--- src/rtl/jtag_dr_seq_pkg.sv ---
// Shared types for the JTAG data-register sequencer: FSM state encoding,
// command error causes and the command legality check.
package jtag_dr_seq_pkg;

    typedef enum logic [1:0] {
        ST_IDLE  = 2'd0,
        ST_SEL   = 2'd1,
        ST_SHIFT = 2'd2,
        ST_RSP   = 2'd3
    } state_e;

    typedef enum logic [2:0] {
        ERR_NONE     = 3'd0,
        ERR_LEN_ZERO = 3'd1,
        ERR_LEN_OVER = 3'd2,
        ERR_CHAIN    = 3'd3,
        ERR_ABORT    = 3'd4
    } err_cause_e;

    // Classify an offered command; anything but ERR_NONE is answered
    // immediately with an error response and never touches the scan chains.
    function automatic err_cause_e check_cmd(input int len, input int chain,
                                             input int max_len, input int num_chains);
        err_cause_e cause;
        if (len == 0)                cause = ERR_LEN_ZERO;
        else if (len > max_len)      cause = ERR_LEN_OVER;
        else if (chain >= num_chains) cause = ERR_CHAIN;
        else                         cause = ERR_NONE;
        return cause;
    endfunction

endpackage

--- src/rtl/jtag_dr_seq_sbuf.sv ---
// Serial shift/capture buffer: presents write data LSB first, records the
// returned serial bits at the position of the current bit counter.
module jtag_dr_seq_sbuf #(
    parameter int MAX_LEN = 64,
    parameter int LEN_W   = 7
) (
    input  logic               clk,
    input  logic               reset,
    input  logic               load,
    input  logic [LEN_W-1:0]   load_len,
    input  logic [MAX_LEN-1:0] load_data,
    input  logic               shift_en,
    input  logic               cap_en,
    input  logic               cap_bit,
    output logic               scan_bit,
    output logic               last,
    output logic [MAX_LEN-1:0] rdata
);

    logic [MAX_LEN-1:0] wbuf_q, wbuf_d;
    logic [MAX_LEN-1:0] rbuf_q, rbuf_d;
    logic [LEN_W-1:0]   len_q, len_d;
    logic [LEN_W-1:0]   cnt_q, cnt_d;

    assign scan_bit = wbuf_q[0];
    assign last     = (cnt_q == len_q - 1'b1);
    assign rdata    = rbuf_q;

    // Load clears the capture buffer so bits beyond the length read as zero;
    // the counter saturates at the last bit so it can never wrap.
    always_comb begin
        wbuf_d = wbuf_q;
        rbuf_d = rbuf_q;
        len_d  = len_q;
        cnt_d  = cnt_q;
        if (load) begin
            wbuf_d = load_data;
            rbuf_d = '0;
            len_d  = load_len;
            cnt_d  = '0;
        end else if (shift_en) begin
            wbuf_d = {1'b0, wbuf_q[MAX_LEN-1:1]};
            if (cap_en) begin
                for (int i = 0; i < MAX_LEN; i++) begin
                    if (cnt_q == LEN_W'(i)) rbuf_d[i] = cap_bit;
                end
            end
            if (!last) cnt_d = cnt_q + 1'b1;
        end
    end

    // Buffer registers.
    always_ff @(posedge clk) begin
        if (reset) begin
            wbuf_q <= '0;
            rbuf_q <= '0;
            len_q  <= '0;
            cnt_q  <= '0;
        end else begin
            wbuf_q <= wbuf_d;
            rbuf_q <= rbuf_d;
            len_q  <= len_d;
            cnt_q  <= cnt_d;
        end
    end

endmodule

--- src/rtl/jtag_dr_seq.sv ---
// JTAG data-register sequencer: takes one shift command at a time, selects
// the target register for a capture cycle, shifts len bits through it and
// returns the captured bits as a held response.
module jtag_dr_seq
    import jtag_dr_seq_pkg::*;
#(
    parameter int NUM_CHAINS = 4,
    parameter int MAX_LEN    = 64,
    parameter int LEN_W      = 7,
    localparam int CH_W      = (NUM_CHAINS > 1) ? $clog2(NUM_CHAINS) : 1
) (
    input  logic                  clk,
    input  logic                  reset,
    input  logic                  cmd_valid,
    output logic                  cmd_ready,
    input  logic [CH_W-1:0]       cmd_chain,
    input  logic [LEN_W-1:0]      cmd_len,
    input  logic [MAX_LEN-1:0]    cmd_wdata,
    input  logic                  abort,
    output logic [NUM_CHAINS-1:0] sel,
    output logic                  shiftDR,
    output logic                  scanin,
    input  logic [NUM_CHAINS-1:0] scanout,
    output logic                  rsp_valid,
    input  logic                  rsp_ready,
    output logic [MAX_LEN-1:0]    rsp_rdata,
    output logic                  rsp_err
);

    state_e          state_q, state_d;
    err_cause_e      err_q, err_d;
    err_cause_e      cause;
    logic [CH_W-1:0] chain_q, chain_d;
    logic            load, shift_en, cap_en, scan_bit, last, sel_act;

    jtag_dr_seq_sbuf #(
        .MAX_LEN (MAX_LEN),
        .LEN_W   (LEN_W)
    ) u_sbuf (
        .clk       (clk),
        .reset     (reset),
        .load      (load),
        .load_len  (cmd_len),
        .load_data (cmd_wdata),
        .shift_en  (shift_en),
        .cap_en    (cap_en),
        .cap_bit   (scanout[chain_q]),
        .scan_bit  (scan_bit),
        .last      (last),
        .rdata     (rsp_rdata)
    );

    // Ready is withheld while reset is asserted so nothing is accepted then.
    assign cmd_ready = (state_q == ST_IDLE) && !reset;
    assign cause     = check_cmd(32'(cmd_len), 32'(cmd_chain), MAX_LEN, NUM_CHAINS);
    assign sel_act   = (state_q == ST_SEL) || (state_q == ST_SHIFT);
    assign shiftDR   = (state_q == ST_SHIFT);
    assign scanin    = (state_q == ST_SHIFT) && scan_bit;
    assign rsp_valid = (state_q == ST_RSP);
    assign rsp_err   = (state_q == ST_RSP) && (err_q != ERR_NONE);

    // One-hot register select, driven only while a valid command owns the chain.
    always_comb begin
        sel = '0;
        for (int i = 0; i < NUM_CHAINS; i++) begin
            sel[i] = sel_act && (chain_q == CH_W'(i));
        end
    end

    // Next-state logic; an abort stops capture on its own cycle so only
    // bits completed before it are reported.
    always_comb begin
        state_d  = state_q;
        err_d    = err_q;
        chain_d  = chain_q;
        load     = 1'b0;
        shift_en = 1'b0;
        cap_en   = 1'b0;
        case (state_q)
            ST_IDLE: begin
                if (cmd_valid && cmd_ready) begin
                    load    = 1'b1;
                    chain_d = cmd_chain;
                    err_d   = cause;
                    state_d = (cause == ERR_NONE) ? ST_SEL : ST_RSP;
                end
            end
            ST_SEL: begin
                if (abort) begin
                    err_d   = ERR_ABORT;
                    state_d = ST_RSP;
                end else begin
                    state_d = ST_SHIFT;
                end
            end
            ST_SHIFT: begin
                shift_en = 1'b1;
                cap_en   = !abort;
                if (abort) begin
                    err_d   = ERR_ABORT;
                    state_d = ST_RSP;
                end else if (last) begin
                    state_d = ST_RSP;
                end
            end
            ST_RSP: begin
                if (rsp_ready) state_d = ST_IDLE;
            end
            default: state_d = ST_IDLE;
        endcase
    end

    // Control registers.
    always_ff @(posedge clk) begin
        if (reset) begin
            state_q <= ST_IDLE;
            err_q   <= ERR_NONE;
            chain_q <= '0;
        end else begin
            state_q <= state_d;
            err_q   <= err_d;
            chain_q <= chain_d;
        end
    end

endmodule

--- config.mk ---
export PLATFORM = sky130hd
export DESIGN_NAME = jtag_dr_seq
export DESIGN_NICKNAME = d
export VERILOG_FILES = /design/src/rtl/jtag_dr_seq_pkg.sv /design/src/rtl/jtag_dr_seq_sbuf.sv /design/src/rtl/jtag_dr_seq.sv
export SDC_FILE = /design/constraint.sdc
export NUM_CORES = 1
export LEC_CHECK = 0
export CORE_MARGIN = 2
export CORE_UTILIZATION = 53
export DETAILED_ROUTE_END_ITERATION = 8
export HOLD_SLACK_MARGIN = 0.12
export PLACE_DENSITY = 0.84
export REMOVE_ABC_BUFFERS = 1
export SYNTH_ARGS = -nofsm -noshare
export SYNTH_HDL_FRONTEND = slang
export SYNTH_SLANG_ARGS = --single-unit
--- constraint.sdc ---
create_clock -name clk -period 3 [get_ports clk]
set_input_delay 0.45 -clock clk [delete_from_list [all_inputs] [get_ports clk]]
set_output_delay 0.45 -clock clk [all_outputs]
set_load 0.005 [all_outputs]
==> results of run 1 <==
-- where the power goes --
part / total, mW / internal, mW / switching [mW]
combinational: 1.36 / 0.614 / 0.744
sequential: 2.44 / 2.25 / 0.187
clock: 2.27 / 1.46 / 0.806
total: 6.06 / 4.32 / 1.74
-- synth_stat cells (10+ instances only) --
master / instances
buf_1: 11
dfxtp_1: 149
nor2_1: 137
a21oi_1: 63
nand2_1: 104
inv_1: 10
o21ai_0: 54
clkbuf_1: 48
nand3_1: 32
mux2i_1: 72
ha_1: 10
a211oi_1: 66
-- per-stage QoR --
step	cell area, um2	worst slack, ns
final	8970	0.275
after global routing	8960	0.0954
after CTS	8960	0.251
after detailed placement	8320	0.562
after global placement	8320	0.677
after floorplan	6480	-2.68
-- area by class of cell --
type	count	area, um2	share of cell area, %
diodes	1	2.50	0.0279
clock buffers	21	470	5.25
clock inverters	11	171	1.91
inverters	11	41.3	0.461
multi-input cells	596	3480	38.8
flip-flops and latches	149	2980	33.3
well taps	172	215	2.40
repair buffers	163	1600	17.9
-- layer usage --
| layer | GRT usage [%] | vias up | routed length (um) |
|---|---|---|---|
| met5 | 0 | - | 0 |
| met4 | 6.90 | 0 | 179 |
| met3 | 7.83 | 15 | 1210 |
| met2 | 42.4 | 205 | 8120 |
| met1 | 32.4 | 2882 | 7320 |
| li1 | - | 3088 | - |
-- worst min-delay path by stage --
stage / endpoint / slack (ns) / startpoint
floorplan: err_q[2]$_SDFFE_PP0P_ / 0.43 / err_q[2]$_SDFFE_PP0P_
global placement: err_q[2]$_SDFFE_PP0P_ / 0.44 / err_q[2]$_SDFFE_PP0P_
detailed placement: err_q[2]$_SDFFE_PP0P_ / 0.45 / err_q[2]$_SDFFE_PP0P_
CTS: u_sbuf.rdata[0]$_SDFFE_PP0P_ / 0.46 / u_sbuf.rdata[0]$_SDFFE_PP0P_
global route: u_sbuf.rdata[0]$_SDFFE_PP0P_ / 0.48 / u_sbuf.rdata[0]$_SDFFE_PP0P_
finish: err_q[2]$_SDFFE_PP0P_ / 0.46 / err_q[2]$_SDFFE_PP0P_
-- flip-flops by register name (all words and copies together) (netlist names) --
| name | count |
|---|---|
| state_q | 2 |
| u_sbuf.wbuf_q | 64 |
| err_q | 3 |
| chain_q | 2 |
| u_sbuf.cnt_q | 7 |
| u_sbuf.len_q | 7 |
| u_sbuf.rdata | 64 |
-- worst max-delay path, cell delays in order, from the launching register on --
cell and delay, ns:
dfxtp_1 0.42, inv_1 0.13, ha_1 0.41, inv_1 0.15
nor3b_1 0.21, clkdlybuf4s50_1 0.53
-- cells by family after synthesis --
| group | share of synthesized area [%] |
|---|---|
| AND/OR/NAND/NOR | 18.6 |
| AO/OA/AOI/OAI | 18.2 |
| buffers and inverters | 4.47 |
| multiplexers | 11.2 |
| XOR/XNOR | 1.43 |
| adder cells (fa/ha/maj) | 1.86 |
| flip-flops | 44.3 |
==> flow_summary.toml, run 1 <==
[final_layout]
fillerInstances = 986
final_cell_mix = "153 x clkdlybuf4s50_1, 149 x dfxtp_1, 137 x nor2_1"
syn_to_final_growth_pct = 33.0
fin_cells = 1124
drive_gt1_share_pct = 5.47
layout_commonest_cell = "clkdlybuf4s50_1"
post-route-util_pct = 71.6
num-nets-final = 1030

[pwr]
p_leak_nw = 3.09
ir_drop_mv = 0.380
total_power_mw = 6.06
power_density_nw_per_um2 = 676

[setup_path]
crit_end = "sel[2]"
rr_worst_depth = 8
crit_arrival_ns = 2.27
cp-start-kind = "flop"
r2r_setup_slack_ns = 0.62
endpoint_kind = "primary output"
worstPathRequired_ns = 2.55
startpoint = "state_q[1]$_SDFFE_PP0P_"
r2r-start = "state_q[1]$_SDFFE_PP0P_"
criticalPathCategory = "flop to primary output"
r2r_end = "u_sbuf.cnt_q[3]$_SDFFE_PP0P_"
path_max_fanout = 6

[grt]
antenna_found_initial = 1
grt_first_pass_wirelength_mm = 27.9
grt_overflow = 0
grt_util_all_layers_pct = 25.5
grt_max_degree = 74
grt_pass1_vias = 5840

[placed_design]
port_buffers = 154
gp_congestion = 0.780
dp_hpwl_mm = 11.4
place_inst = 1091

[sta]
setup_viol = 0
timing.fmax_ghz = 0.367
holdWs_ns = 0.462
setup_tns_ns = 0
tightest_slew_ns = 1.16
final-hold-violation-count = 0
finalClockSkew_ns = 0.00574
rsz0062_at_grt = "false"
slew_headroom_pct = 22.4
drv_slew = 0
finalCriticalPeriod_ns = 2.72
period_share_pct = 90.8

[floorplanning]
start_util_pct = 53.8
io_pins = 155
die_y_um = 117
rows = 41
dieArea_um2 = 13600
fp.coreArea_um2 = 12500
dieWidth_um = 117

[yosys]
synth_top_area_share_pct = 44.3
ys_types = 44
yosys-top-cells-area = "dfxtp_1 44%, mux2i_1 11%, nor2_1 7.6%"
synth_ff_type = "dfxtp_1"
synthCells = 820
synth_area_leader_cell = "dfxtp_1"
async_flop_share_pct = 0
synth_seq_cells = 149
syn_avg_cell_area_um2 = 8.22
yosysWarningCount = 0
synth_edf_count = 0
ys_seq_area_share_pct = 44.3
netlist_area_um2 = 6740

[routing]
ant_nets = 0
wirelength_mm = 16.8
drc = 0
drtIter0Drc = 539
routedWlPerCell_um = 15.0
drt-vias-per-instance = 5.51
first_pass_iters = 7
vias = 6190

[clock_network]
hold_buffers = 0
clkSinkCount = 149
clkTransAtPathRegs_ns = 0.06
clockRootBuffer = "clkbuf_16"
cts_resized = 0
clock_latency_ns = 0.42
cts_tree = "yes"
h-tree-depth = 4
cts_buffer_depth = 2
numCtsBuffers = 17
postCtsSetupBuffers = 0

[worst_hold_path]
hold_depth = 2
hold_path.class = "flop to flop"

[run_status]
status = "finished, final reports clean"

[job]
drv_cap = 0
Note: power is estimated with default switching activity, not from simulation.
==> run 2: changes to the inputs <==
--- a/config.mk
+++ b/config.mk
@@ -9,7 +9,7 @@
 export CORE_UTILIZATION = 53
 export DETAILED_ROUTE_END_ITERATION = 8
 export HOLD_SLACK_MARGIN = 0.12
-export PLACE_DENSITY = 0.84
+export PLACE_DENSITY = 0.91
 export REMOVE_ABC_BUFFERS = 1
 export SYNTH_ARGS = -nofsm -noshare
 export SYNTH_HDL_FRONTEND = slang
==> run 2 against run 1 <==
  * Non-clock buffer count decreased by 1
  * Die area unchanged
  * Clock power is 10% lower
  * Wire length down 0.29%
  * First-iteration DRC count up 2.0%
  * Via count fell by 0.74%
  * Highest routed layer unchanged
==> flow_summary.toml, run 2 (synthesis gave the netlist of run 1 again) <==
[setup_path]
critPathSlowestCell = "clkdlybuf4s50_1"
worstPathRequired_ns = 2.55
cpMostUsedCell = "inv_1"
r2r-start = "state_q[0]$_SDFFE_PP0P_"
path_max_fanout = 6
rr_worst_depth = 7
path_cells = "inv_1, ha_1, inv_1, nor3b_1, clkdlybuf4s50_1"
cp-start-kind = "flop"
startpoint = "state_q[1]$_SDFFE_PP0P_"
slowest_delay_ns = 0.53
criticalPathCategory = "flop to primary output"
crit_arrival_ns = 2.26
endpoint_kind = "primary output"

[routing]
ant_nets = 0
drtIter0Drc = 550
drt-vias-per-instance = 5.48
routedWlPerCell_um = 15.0
drc = 0
vias = 6144
wirelength_mm = 16.8
first_pass_iters = 7

[final_layout]
n_antenna_cell = 0
syn_to_final_growth_pct = 31.8
layout_commonest_cell = "clkdlybuf4s50_1"
num-nets-final = 1029
post-route-util_pct = 71.0
drive_gt1_share_pct = 4.95
final_cell_mix = "153 x clkdlybuf4s50_1, 149 x dfxtp_1, 137 x nor2_1"

[pwr]
ir_drop_mv = 0.424
total_power_mw = 5.85
p_leak_nw = 3.05
power_density_nw_per_um2 = 658

[grt]
grt_util_all_layers_pct = 25.0
antenna_found_initial = 0
grt_pass1_vias = 5616
grt_max_degree = 92
grt_first_pass_wirelength_mm = 26.9
grt_overflow = 0

[sta]
setup_viol = 0
rsz0062_at_grt = "false"
timing.fmax_ghz = 0.369
slew_headroom_pct = 21.4
finalClockSkew_ns = 0.00729
final-hold-violation-count = 0
period_share_pct = 90.3
finalCriticalPeriod_ns = 2.71
drv_slew = 0
tightest_slew_ns = 1.18

[clock_network]
clkTransAtPathRegs_ns = 0.06
h-tree-depth = 4
numCtsBuffers = 17
cts_tree = "yes"
cts_buffer_depth = 2
clkSinkCount = 149
clock_latency_ns = 0.43
hold_buffers = 0
clockRootBuffer = "clkbuf_16"
cts_resized = 0
postCtsSetupBuffers = 0

[placed_design]
dp_hpwl_mm = 11.2
gp_congestion = 0.815
port_buffers = 154

[floorplanning]
io_pins = 155
dieWidth_um = 117
fp.coreArea_um2 = 12500
start_util_pct = 53.8
dieArea_um2 = 13600
rows = 41
die_y_um = 117

[job]
drv_cap = 0

[worst_hold_path]
hold_path.class = "flop to flop"
hold_depth = 2
min_from = "u_sbuf.rdata[48]$_SDFFE_PP0P_"

[run_status]
status = "finished, final reports clean"
run 2: cell type report:
class	count	area [um2]
multi-input cells	596	3480
inverters	11	41.3
fillers	950	3630
well taps	172	215
flip-flops and latches	149	2980
repair buffers	162	1610
clock inverters	9	105
clock buffers	22	454
run 2: path summary, 6_finish.rpt:
| path | to | slack (ns) |
|---|---|---|
| max | sel[2] | 0.29 |
| max reg2reg | u_sbuf.cnt_q[3]$_SDFFE_PP0P_ | 0.67 |
| min reg2reg | u_sbuf.rdata[48]$_SDFFE_PP0P_ | 0.46 |
| min | u_sbuf.rdata[48]$_SDFFE_PP0P_ | 0.46 |
run 2: power breakdown:
group | switching [mW] | total (mW) | internal [mW] | leakage, nW
sequential | 0.185 | 2.43 | 2.25 | 1.21
combinational | 0.749 | 1.37 | 0.619 | 1.57
clock | 0.808 | 2.04 | 1.24 | 0.274
run 2: per-stage QoR:
step	std cells	TNS, ns	instance area, um2	hold WS (ns)	worst slack, ns
global placement	1090	0	8330	0.446	0.660
CTS	1121	0	8890	0.461	0.280
detailed placement	1090	0	8330	0.454	0.604
floorplan	756	-187.55	6480	0.426	-2.68
finish	1121	0	8890	0.462	0.292
global route	1121	0	8890	0.477	0.197
run 2: worst max-delay path: cells and delay by family, from the launching register on:
family | cells | cell delay [ns]
buf+inv | 3 | 0.79
fa+ha+maj | 1 | 0.40
simple gates | 1 | 0.22
flops | 1 | 0.42
run 2: layer usage:
layer | track usage, % | vias to the layer above | part of all wire [%] | wire length [um]
met1 | 31.6 | 2817 | 43 | 7250
li1 | - | 3079 | - | -
met3 | 8.60 | 29 | 7.5 | 1260
met4 | 7.61 | 0 | 1.4 | 242
met5 | 0 | - | 0 | 0
met2 | 40.5 | 219 | 48 | 8030
==> run 3: changes to the inputs <==
--- a/config.mk
+++ b/config.mk
@@ -6,10 +6,10 @@
 export NUM_CORES = 1
 export LEC_CHECK = 0
 export CORE_MARGIN = 2
-export CORE_UTILIZATION = 53
+export CORE_UTILIZATION = 50
 export DETAILED_ROUTE_END_ITERATION = 8
 export HOLD_SLACK_MARGIN = 0.12
-export PLACE_DENSITY = 0.91
+export PLACE_DENSITY = 0.87
 export REMOVE_ABC_BUFFERS = 1
 export SYNTH_ARGS = -nofsm -noshare
 export SYNTH_HDL_FRONTEND = slang
==> constraint.sdc (replaced) <==
create_clock -name clk -period 3.05 [get_ports clk]
set_input_delay 0.4575 -clock clk [delete_from_list [all_inputs] [get_ports clk]]
set_output_delay 0.4575 -clock clk [all_outputs]
set_load 0.005 [all_outputs]
==> run 3 against run 2 <==
  * Sequential share of layout area shrank 0.17 points
  * Flip-flop and latch count is the same
  * Design area grew 0.51%
  * Clock skew grew 0.0049 ns
  * Largest cell class unchanged
  * Highest routed layer unchanged
==> flow_summary.toml, run 3 (synthesis gave the netlist of run 1 again) <==
[floorplanning]
fp.coreArea_um2 = 13200
dieWidth_um = 120
io_pins = 155
die_y_um = 120
start_util_pct = 51.1
dieArea_um2 = 14400
rows = 42

[sta]
timing.fmax_ghz = 0.371
holdWs_ns = 0.387
finalCriticalPeriod_ns = 2.70
tightest_slew_ns = 0.820
setup_viol = 0
final-hold-violation-count = 0
slew_headroom_pct = 45.2
rsz0062_at_grt = "false"
drv_slew = 0
finalClockSkew_ns = 0.0122
period_share_pct = 88.5

[routing]
drtIter0Drc = 539
ant_nets = 0
drt-vias-per-instance = 5.53
wirelength_mm = 16.8
drc = 0
first_pass_iters = 5
routedWlPerCell_um = 14.9
vias = 6226

[pwr]
power_density_nw_per_um2 = 648
ir_drop_mv = 0.437
p_leak_nw = 3.08
total_power_mw = 5.79

[setup_path]
cp-start-kind = "flop"
cpMostUsedCell = "inv_1"
crit_arrival_ns = 2.24
critPathSlowestCell = "clkdlybuf4s50_1"
crit_family = "buffers and inverters"
path_cells = "inv_1, ha_1, inv_1, nor3b_1, clkdlybuf4s50_1"
path_max_fanout = 6
endpoint_kind = "primary output"
crit_buf_inv = 3
criticalPathCategory = "flop to primary output"
slowest_delay_ns = 0.52
worstPathRequired_ns = 2.59

[clock_network]
numCtsBuffers = 17
hold_buffers = 0
clockRootBuffer = "clkbuf_16"
clock_latency_ns = 0.42
clkTransAtPathRegs_ns = 0.06
h-tree-depth = 4
postCtsSetupBuffers = 0
cts_resized = 0
cts_tree = "yes"
cts_buffer_depth = 2
clkSinkCount = 149

[worst_hold_path]
hold_path.class = "input pin to flop"

[job]
drv_cap = 0

[final_layout]
num-nets-final = 1029
post-route-util_pct = 67.7
final_cell_mix = "153 x clkdlybuf4s50_1, 149 x dfxtp_1, 137 x nor2_1"
n_antenna_cell = 0
layout_commonest_cell = "clkdlybuf4s50_1"
syn_to_final_growth_pct = 32.5
stdcell_area_um2 = 8930
drive_gt1_share_pct = 5.26

[grt]
grt_first_pass_wirelength_mm = 27.5
antenna_found_initial = 0
grt_overflow = 0
grt_max_degree = 134
grt_pass1_vias = 5672
grt_util_all_layers_pct = 23.6

[placed_design]
gp_congestion = 0.784
port_buffers = 154
place_area_um2 = 8360
dp_hpwl_mm = 11.2

[run_status]
status = "finished, final reports clean"
-- run 3: cell count changes in the layout (fill, tap and decap cells not counted) --
| cell | change |
|---|---|
| buf_12 | +2 |
| buf_4 | -2 |
| clkbuf_1 | -2 |
| inv_6 | +2 |
| clkinv_2 | +1 |
-- run 3: final cells by class --
type	instances	area, um2
inverter	11	41.3
fill	1043	4260
clock inverter	12	128
clock buffer	20	447
tap	176	220
sequential	149	2980
timing repair buffer	162	1630
multi-input combinational	596	3480
-- run 3: per-stage QoR --
stage / std cells / TNS [ns] / setup WS, ns
final: 1126 / 0 / 0.352
after global routing: 1126 / 0 / 0.252
after CTS: 1126 / 0 / 0.346
after detailed placement: 1094 / 0 / 0.720
after global placement: 1094 / 0 / 0.834
after floorplan: 756 / -180.11 / -2.63
-- run 3: routing by layer --
metal	up-vias	part of all wire, %	track usage [%]
met5	-	0	0
met1	2901	44	29.8
li1	3088	-	-
met3	19	7.5	7.13
met4	0	1.2	6.54
met2	218	48	38.9
-- run 3: report_power, final --
part / switching [mW] / internal, mW / leakage [nW]
Combinational: 0.737 / 0.624 / 1.58
Sequential: 0.177 / 2.21 / 1.21
Clock: 0.815 / 1.22 / 0.284
Total: 1.73 / 4.06 / 3.08
-- run 3: final timing paths --
kind | start | end | slack, ns | cells past startpoint
worst max-delay path | state_q[1]$_SDFFE_PP0P_ | sel[2] | 0.35 | 5
worst min-delay path | reset | err_q[1]$_SDFFE_PP0P_ | 0.39 | 2
worst min register to register | u_sbuf.rdata[48]$_SDFFE_PP0P_ | u_sbuf.rdata[48]$_SDFFE_PP0P_ | 0.46 | 2
worst max register to register | state_q[0]$_SDFFE_PP0P_ | u_sbuf.rdata[20]$_SDFFE_PP0P_ | 0.70 | 7
